--- src/rtl/duck_io_pkg.sv ---
// Shared types and helpers for the GPIO cursor link (transmit side).
package duck_io_pkg;

  localparam int COORD_W = 9;

  typedef enum logic [2:0] {
    IDLE,
    X_SETUP,
    X_STROBE,
    X_GAP,
    Y_SETUP,
    Y_STROBE,
    Y_GAP
  } tx_state_t;

  // Even parity bit over the select line and the data word.
  function automatic logic word_parity(input logic sel, input logic [COORD_W-1:0] data);
    return ^{sel, data};
  endfunction

  // Clamp a coordinate to its upper limit.
  function automatic logic [COORD_W-1:0] sat_coord(input logic [COORD_W-1:0] value,
                                                   input logic [COORD_W-1:0] limit);
    return (value > limit) ? limit : value;
  endfunction

endpackage

--- src/rtl/pulse_stretcher.sv ---
// Rising-edge triggered, non-retriggerable pulse of exactly LEN cycles.
module pulse_stretcher #(
  parameter int LEN = 500000
) (
  input  logic Clk,
  input  logic Reset,
  input  logic trig,
  output logic pulse_out
);

  localparam int CNT_W = $clog2(LEN + 1);
  localparam logic [CNT_W-1:0] LEN_LD = CNT_W'(LEN);

  logic             trig_q;
  logic             rise;
  logic [CNT_W-1:0] cnt;
  logic [CNT_W-1:0] cnt_nxt;

  assign rise = trig & ~trig_q;

  // Edges are only honoured once the previous pulse has fully expired.
  always_comb begin
    cnt_nxt = cnt;
    if (cnt != '0) begin
      cnt_nxt = cnt - CNT_W'(1);
    end else if (rise) begin
      cnt_nxt = LEN_LD;
    end
  end

  // Edge register, remaining-length counter and the registered pulse level.
  always_ff @(posedge Clk or posedge Reset) begin
    if (Reset) begin
      trig_q    <= 1'b0;
      cnt       <= '0;
      pulse_out <= 1'b0;
    end else begin
      trig_q    <= trig;
      cnt       <= cnt_nxt;
      pulse_out <= (cnt_nxt != '0);
    end
  end

endmodule

--- src/rtl/coord_transmitter.sv ---
// Serialises a captured (x,y) cursor position as two strobed words on the GPIO header,
// plus an independent stretched shot level.
module coord_transmitter
  import duck_io_pkg::*;
#(
  parameter int SETUP_CYC  = 4,
  parameter int STROBE_CYC = 8,
  parameter int GAP_CYC    = 4,
  parameter int SHOT_CYC   = 500000,
  parameter int X_MAX      = 319,
  parameter int Y_MAX      = 479
) (
  input  logic               Clk,
  input  logic               Reset,
  input  logic [COORD_W-1:0] x_in,
  input  logic [COORD_W-1:0] y_in,
  input  logic               load,
  output logic               ready,
  input  logic               trigger,
  output logic               frame_done,
  output logic [COORD_W-1:0] gpio_data,
  output logic               gpio_sel,
  output logic               gpio_parity,
  output logic               gpio_strobe,
  output logic               gpio_shot
);

  localparam int PH_MAX = (SETUP_CYC > STROBE_CYC)
                          ? ((SETUP_CYC > GAP_CYC) ? SETUP_CYC : GAP_CYC)
                          : ((STROBE_CYC > GAP_CYC) ? STROBE_CYC : GAP_CYC);
  localparam int PH_W = $clog2(PH_MAX + 1);

  // Counter reload values: a phase of length L counts L-1 down to 0.
  localparam logic [PH_W-1:0] SETUP_LD  = PH_W'(SETUP_CYC - 1);
  localparam logic [PH_W-1:0] STROBE_LD = PH_W'(STROBE_CYC - 1);
  localparam logic [PH_W-1:0] GAP_LD    = PH_W'(GAP_CYC - 1);

  localparam logic [COORD_W-1:0] X_LIM = COORD_W'(X_MAX);
  localparam logic [COORD_W-1:0] Y_LIM = COORD_W'(Y_MAX);

  tx_state_t          state;
  tx_state_t          state_nxt;
  logic [PH_W-1:0]    ph_cnt;
  logic [PH_W-1:0]    ph_cnt_nxt;
  logic [COORD_W-1:0] x_sat;
  logic [COORD_W-1:0] y_sat;
  logic [COORD_W-1:0] x_sat_nxt;
  logic [COORD_W-1:0] y_sat_nxt;
  logic [COORD_W-1:0] data_nxt;
  logic               sel_nxt;
  logic               strobe_nxt;
  logic               done_nxt;
  logic               accept;

  assign accept = load && ready;

  // Next state and phase counter: each phase counts down and reloads on entry to the next.
  always_comb begin
    state_nxt  = state;
    ph_cnt_nxt = ph_cnt;
    if (state != IDLE && ph_cnt != '0) begin
      ph_cnt_nxt = ph_cnt - PH_W'(1);
    end else begin
      case (state)
        IDLE: begin
          if (accept) begin
            state_nxt  = X_SETUP;
            ph_cnt_nxt = SETUP_LD;
          end
        end
        X_SETUP: begin
          state_nxt  = X_STROBE;
          ph_cnt_nxt = STROBE_LD;
        end
        X_STROBE: begin
          state_nxt  = X_GAP;
          ph_cnt_nxt = GAP_LD;
        end
        X_GAP: begin
          state_nxt  = Y_SETUP;
          ph_cnt_nxt = SETUP_LD;
        end
        Y_SETUP: begin
          state_nxt  = Y_STROBE;
          ph_cnt_nxt = STROBE_LD;
        end
        Y_STROBE: begin
          state_nxt  = Y_GAP;
          ph_cnt_nxt = GAP_LD;
        end
        Y_GAP: begin
          state_nxt  = IDLE;
          ph_cnt_nxt = '0;
        end
        default: begin
          state_nxt  = IDLE;
          ph_cnt_nxt = '0;
        end
      endcase
    end
  end

  // Pin values for the coming cycle; on accept the freshly clamped inputs go straight out.
  always_comb begin
    x_sat_nxt  = accept ? sat_coord(x_in, X_LIM) : x_sat;
    y_sat_nxt  = accept ? sat_coord(y_in, Y_LIM) : y_sat;
    sel_nxt    = (state_nxt == Y_SETUP) || (state_nxt == Y_STROBE) || (state_nxt == Y_GAP);
    strobe_nxt = (state_nxt == X_STROBE) || (state_nxt == Y_STROBE);
    done_nxt   = (state_nxt == Y_GAP) && (ph_cnt_nxt == '0);
    if (state_nxt == IDLE) begin
      data_nxt = '0;
    end else if (sel_nxt) begin
      data_nxt = y_sat_nxt;
    end else begin
      data_nxt = x_sat_nxt;
    end
  end

  // Frame FSM with all pin outputs registered alongside the state.
  always_ff @(posedge Clk or posedge Reset) begin
    if (Reset) begin
      state       <= IDLE;
      ph_cnt      <= '0;
      x_sat       <= '0;
      y_sat       <= '0;
      ready       <= 1'b1;
      frame_done  <= 1'b0;
      gpio_data   <= '0;
      gpio_sel    <= 1'b0;
      gpio_parity <= 1'b0;
      gpio_strobe <= 1'b0;
    end else begin
      state       <= state_nxt;
      ph_cnt      <= ph_cnt_nxt;
      x_sat       <= x_sat_nxt;
      y_sat       <= y_sat_nxt;
      ready       <= (state_nxt == IDLE);
      frame_done  <= done_nxt;
      gpio_data   <= data_nxt;
      gpio_sel    <= sel_nxt;
      gpio_parity <= word_parity(sel_nxt, data_nxt);
      gpio_strobe <= strobe_nxt;
    end
  end

  pulse_stretcher #(
    .LEN(SHOT_CYC)
  ) u_shot (
    .Clk      (Clk),
    .Reset    (Reset),
    .trig     (trigger),
    .pulse_out(gpio_shot)
  );

endmodule

--- config.mk ---
export PLATFORM = sky130hd
export DESIGN_NAME = coord_transmitter
export DESIGN_NICKNAME = d
export VERILOG_FILES = /design/src/rtl/duck_io_pkg.sv /design/src/rtl/pulse_stretcher.sv /design/src/rtl/coord_transmitter.sv
export SDC_FILE = /design/constraint.sdc
export NUM_CORES = 1
export LEC_CHECK = 0
export BUFFER_PORTS_ARGS = -buffer_cell sky130_fd_sc_hd__buf_2
export CAP_MARGIN = 30
export CORE_MARGIN = 2
export CORE_UTILIZATION = 60
export DETAILED_ROUTE_END_ITERATION = 10
export PLACE_DENSITY = 0.89
export SYNTH_ARGS = -nofsm -noshare
export SYNTH_HDL_FRONTEND = slang
export SYNTH_SLANG_ARGS = --single-unit
--- constraint.sdc ---
create_clock -name Clk -period 3.7 [get_ports Clk]
set_input_delay 0.555 -clock Clk [delete_from_list [all_inputs] [get_ports Clk]]
set_output_delay 0.555 -clock Clk [all_outputs]
set_load 0.02 [all_outputs]
* After elaboration in Yosys (flattened, before gate mapping)
Index checks and enable logic that the tools add are counted.
Storage, ports and cells: bits of input ports 22, flip-flop bits (word level) 60
Operators by class: equality and inequality tests 9, bitwise logic cells 2, mux-type cells 14, reduce and logical (&&, ||, !) cells 16, add/sub/neg operators 2, order comparisons 2
Operators by type and width (count):
- $mux 9 | 6
- $mux 19 | 2
- $reduce_bool 19->1 | 2
- $sub 19x1->19 const B | 1
- $gt 9x9->1 const B | 2
- $pmux 3 s6 | 1
- $eq 3x3->1 const B | 5
- $pmux 4 s3 | 1
- $reduce_xor 10->1 | 1
- $eq 3x2->1 const B | 3
- $mux 4 | 2
- $logic_not 3->1 | 2
- $mux 3 | 2
- $logic_not 4->1 | 1
- $reduce_bool 4->1 | 1
- $sub 4x1->4 const B | 1
- $eq 3x1->1 const B | 1
- $logic_and 1x1->1 | 3
- $logic_or 1x1->1 | 3
- $reduce_bool 3->1 | 1
- $reduce_or 3->1 | 1
- $reduce_or 2->1 | 1
- $and 1x1->1 | 1
- $not 1->1 | 1

* Longest topological paths before layout
depth after elaboration 10, gate-level depth with buffers 10, mapped depth without buffers 9

* Hierarchy
From an unflattened synthesis, not the netlist that was laid out.
Unflattened totals: cell total of the unflattened synthesis 330, area total of the unflattened synthesis 3214.3 µm²
Modules (own cells, without submodules):
- coord_transmitter | times used 1, sequential area each 977.2 µm², cells an instance 203, area each 2033.2 µm²
- pulse_stretcher | times used 1, sequential area each 525.5 µm², cells an instance 127, area each 1181.1 µm²

* Least setup slack after synthesis
No wires, ideal clock.
path kind reg2reg, from register u_shot.cnt[0], to register u_shot.pulse_out, setup time 139 ps, data arrival time 2360 ps, required time 3561 ps, setup slack 1201 ps, period minus slack after synthesis 2499 ps, stages on the path, launching flop included 10, cells stage by stage dfrtp_1 > inv_1 > ha_1 > nor3b_2 > nand4b_4 > nor2_4 > mux2i_1 > or4_1 > a2111oi_2 > nand4_1
Between the ends: longest elaborated chain between the ends 3, elaborated cells on any way between the ends 5, those cells by class add/sub: 1; mux: 2; reduce/logical: 2
RTL lines:
- start, declared | line pulse_stretcher.sv:16 | logic [CNT_W-1:0] cnt;
- start signal, assigned | line pulse_stretcher.sv:39 | cnt <= cnt_nxt;
- $sub 19x1->19 / $reduce_bool 19->1 (equally long branches) | line pulse_stretcher.sv:25, pulse_stretcher.sv:24
- $mux 19 * | line pulse_stretcher.sv:24 | if (cnt != '0) begin
- net u_shot.cnt_nxt[1] | line pulse_stretcher.sv:17 | logic [CNT_W-1:0] cnt_nxt;
- $reduce_bool 19->1 * | line pulse_stretcher.sv:40 | pulse_out <= (cnt_nxt != '0);
- end signal, assigned | line pulse_stretcher.sv:40
- end, declared | line pulse_stretcher.sv:8 | output logic pulse_out
The timed path passes the listed nets; every way through them passes the cells marked *.

* Worst setup path in the final report
Same ends and word-level chain as after synthesis.

==> results.sh <==
export IMPL_status="completed"
export IMPL_num_rows=25
export IMPL_post_route_cells_drive_above_1_share_pct=20.0
export IMPL_ys_ff_latch=60
export IMPL_synth_area_um2=3020
export IMPL_start_util_pct=63.2
export IMPL_postCtsSetupBuffers=0
export IMPL_synth_edf_count=0
export IMPL_regArea_um2=1500
export IMPL_wl_per_cell_um=15.6
export IMPL_fp_dieW_um=75.0
export IMPL_r2r_start="u_shot.cnt[0]"
export IMPL_cts_buffer_depth=2
export IMPL_reg2reg_to="u_shot.pulse_out"
export IMPL_cts_tree="built"
export IMPL_finalHoldViolCount=0
export IMPL_area_growth_synth_to_final_pct=14.9
export IMPL_dp_hpwl_um=4540
export IMPL_min_path_type="input pin to asynchronous set/reset pin"
export IMPL_rsz0062_at_grt="no"
export IMPL_swShare_pct=35.7
export IMPL_grt_ovfl_total=0
export IMPL_port_buffers=36
export IMPL_htreeDepth=3
export IMPL_p_sw_uw=981
export IMPL_ir_drop_v=0.000610
export IMPL_leakage_uw=0.00157
export IMPL_cts_resized=0
export IMPL_yosys_warnings=0
export IMPL_timing_final_crit_share_pct=76.5
export IMPL_slew_violations=0
export IMPL_numCtsBuffers=9
export IMPL_antenna_left=0
export IMPL_cts_sinks=60
export IMPL_grt_max_degree=35
export IMPL_dr_pass1_iters=5
export IMPL_ys_seq_area_share_pct=49.7
export IMPL_place_congestion=0.956
export IMPL_ctsHoldBuffers=0
export IMPL_layout_min_cycle_time_ns=2.83
export IMPL_r2r_setup_slack_ns=0.87
export IMPL_p_seq_share_pct=35.7
export IMPL_drcViolationCount=0
export IMPL_setup_viol=0
export IMPL_fp_dieH_um=75.0
export IMPL_syn_nets=315
export IMPL_track_usage_pct=25.7
export IMPL_fin_nets=354
export IMPL_slowest_stage="dfrtp_1"
export IMPL_routed_wl_um=6270
export IMPL_yosysUniqueCellTypes=56
export IMPL_antenna_found_initial=0
export IMPL_fin_tns_setup_ns=0
export IMPL_path_cells="inv_1, ha_1, nor3b_2, nand4b_4, nor2_4, mux2i_1, or4_1, a2111oi_2, nand4_1"
export IMPL_critical_path_depth=9
export IMPL_fin_util_pct=72.6
export IMPL_arrival_ns=3.03
export IMPL_async_flop_share_pct=100
export IMPL_p_clk_share_pct=23.7
export IMPL_fill_cells=319
export IMPL_core_um2=4790
export IMPL_pwr_density_cell_nw_per_um2=792
export IMPL_critPathKind="flip-flop to flip-flop"
export IMPL_grt_pass1_vias=2263
export IMPL_crit_buf_inv=1
export IMPL_endpoint_kind="flip-flop"
export IMPL_most_common_layout_cells="dfrtp_1 (59), buf_2 (36), nand2_1 (27)"
export IMPL_relSlewSlack_pct=54.5
export IMPL_grt_pass1_wl_um=10600
export IMPL_n_antenna_cell=0
export IMPL_ys_dominant_reg_cell="dfrtp_1"
export IMPL_fin_skew_ns=0.00859
export IMPL_totalPowerFinal_uw=2750
export IMPL_startpoint_type="flip-flop"
export IMPL_cts_root_buf="clkbuf_8"
export IMPL_multiInputGateArea_um2=1430
export IMPL_worstPathMaxFanout=8
export IMPL_drtIter0Drc=235
export IMPL_clock_fmax_mhz=353
export IMPL_final_common_cell="dfrtp_1"
export IMPL_cp_top_family="simple AND/OR/NAND/NOR gates"
export IMPL_num_vias=2395
export IMPL_maxCapViolations=0
export IMPL_max_stage_delay_ns=0.45
export IMPL_pwr_share_comb_pct=40.6
export IMPL_drt_vias_per_instance=5.96
export IMPL_io_pins=37
export IMPL_critical_path_required_ns=3.90
export IMPL_reg2reg_depth=9
export IMPL_synth_avg_cell_area_um2=10.4
export IMPL_syn_inst=291
export IMPL_cts_clk_slew_worst_paths_ns=0.07
export IMPL_die_area_um2=5620
export IMPL_internal_power_uw=1770
export IMPL_worst_slew_pin_slew_ns=0.681
export IMPL_clk_latency_ns=0.34
[per-stage QoR]
| stage | cell area, um^2 | hold WS, ns | instances | setup slack, ns |
|---|---|---|---|---|
| global placement | 3260 | 0.453 | 386 | 1.03 |
| floorplan | 3020 | 0.440 | 291 | 1.20 |
| CTS | 3480 | 0.347 | 402 | 0.909 |
| finish | 3480 | 0.318 | 402 | 0.871 |
| global route | 3480 | 0.354 | 402 | 0.600 |
| detailed placement | 3260 | 0.464 | 386 | 0.922 |
[power groups by stage]
stage                     clock [uW]  combinational, uW  sequential, uW
after floorplan                    0                822            1030
after global placement             0               1070             982
after detailed placement           0               1110             985
after CTS                        660               1120             979
after global routing             685               1240            1000
final                            651               1120             982
[worst max-delay path by stage]
stage             startpoint               end  slack [ns]
6_report       u_shot.cnt[0]  u_shot.pulse_out        0.87
5_1_grt        u_shot.cnt[0]  u_shot.pulse_out        0.60
4_1_cts        u_shot.cnt[0]  u_shot.pulse_out        0.91
3_5_place_dp   u_shot.cnt[0]  u_shot.pulse_out        0.92
3_3_place_gp   u_shot.cnt[0]  u_shot.pulse_out        1.03
2_1_floorplan  u_shot.cnt[0]  u_shot.pulse_out        1.20
[cells in the mapped netlist (all sizes together) (2+ instances only)]
master	n	area share [%]
buf	3	0.50
ha	2	0.83
xnor2	14	4.1
nand4b	2	1.1
o21ai	11	1.9
o31a	3	0.87
nand2	27	3.4
nand3	4	1.1
or4	4	1.1
a211oi	4	0.99
mux2	3	1.1
dfrtp	59	49
clkbuf	6	0.74
a21o	3	0.74
o22a	9	2.6
inv	15	1.9
or3	2	0.41
or2	2	0.41
nand4	4	0.83
nor2b	4	0.83
and2	3	0.62
nor3	11	1.8
nor2	26	3.5
a31oi	3	0.62
a21oi	10	1.7
o31ai	6	1.5
mux2i	14	4.6
nor4	5	1.5
nor3b	2	0.83
nand2b	7	1.4
xor2	5	1.4
[cell type report]
| type | instances | share of cell area, % |
|---|---|---|
| timing repair buffer | 37 | 5.40 |
| clock buffer | 12 | 4.18 |
| tap | 67 | 2.41 |
| clock inverter | 4 | 2.09 |
| sequential | 60 | 43.2 |
| inverter | 15 | 1.62 |
| multi-input combinational | 207 | 41.1 |
[per-layer routing]
| metal | global-route usage (%) | wire length, um | part of all wire, % |
|---|---|---|---|
| met5 | 0 | 0 | 0 |
| met4 | 11.9 | 127 | 2.0 |
| met3 | 4.42 | 340 | 5.4 |
| met2 | 39.4 | 2950 | 47 |
| met1 | 36.1 | 2850 | 46 |
[state kept, by name, summed over array words and instances, names as in the netlist]
| signal | count |
|---|---|
| frame_done | 1 |
| ph_cnt | 4 |
| x_sat | 9 |
| ready | 1 |
| y_sat | 9 |
| gpio_sel | 1 |
| u_shot.pulse_out | 1 |
| u_shot.cnt | 19 |
| gpio_strobe | 1 |
| gpio_data | 9 |
| state | 3 |
| gpio_parity | 1 |
| u_shot.trig_q | 1 |
[worst register-to-register path, delay by kind of cell (launching register included)]
| family | cells | cell delay (ns) |
|---|---|---|
| adder cells (fa/ha/maj) | 1 | 0.25 |
| multiplexers | 1 | 0.13 |
| buffers and inverters | 1 | 0.13 |
| flip-flops | 1 | 0.45 |
| AO/OA/AOI/OAI | 1 | 0.35 |
| AND/OR/NAND/NOR | 5 | 1.40 |
[cell families (layout without fill, tap and decap cells)]
logic type,Yosys count,in the layout,share of synthesized area [%]
and+or+nand+nor,108,108,20.2
AOI/OAI and AO/OA,60,60,14.2
DFF,60,60,49.7
buffers and inverters,24,68,3.10
xor gates and xnor gates,20,20,6.25
muxes,17,17,5.75
adders and majority gates,2,2,0.827
No activity file was read; power rests on OpenSTA's default activity.
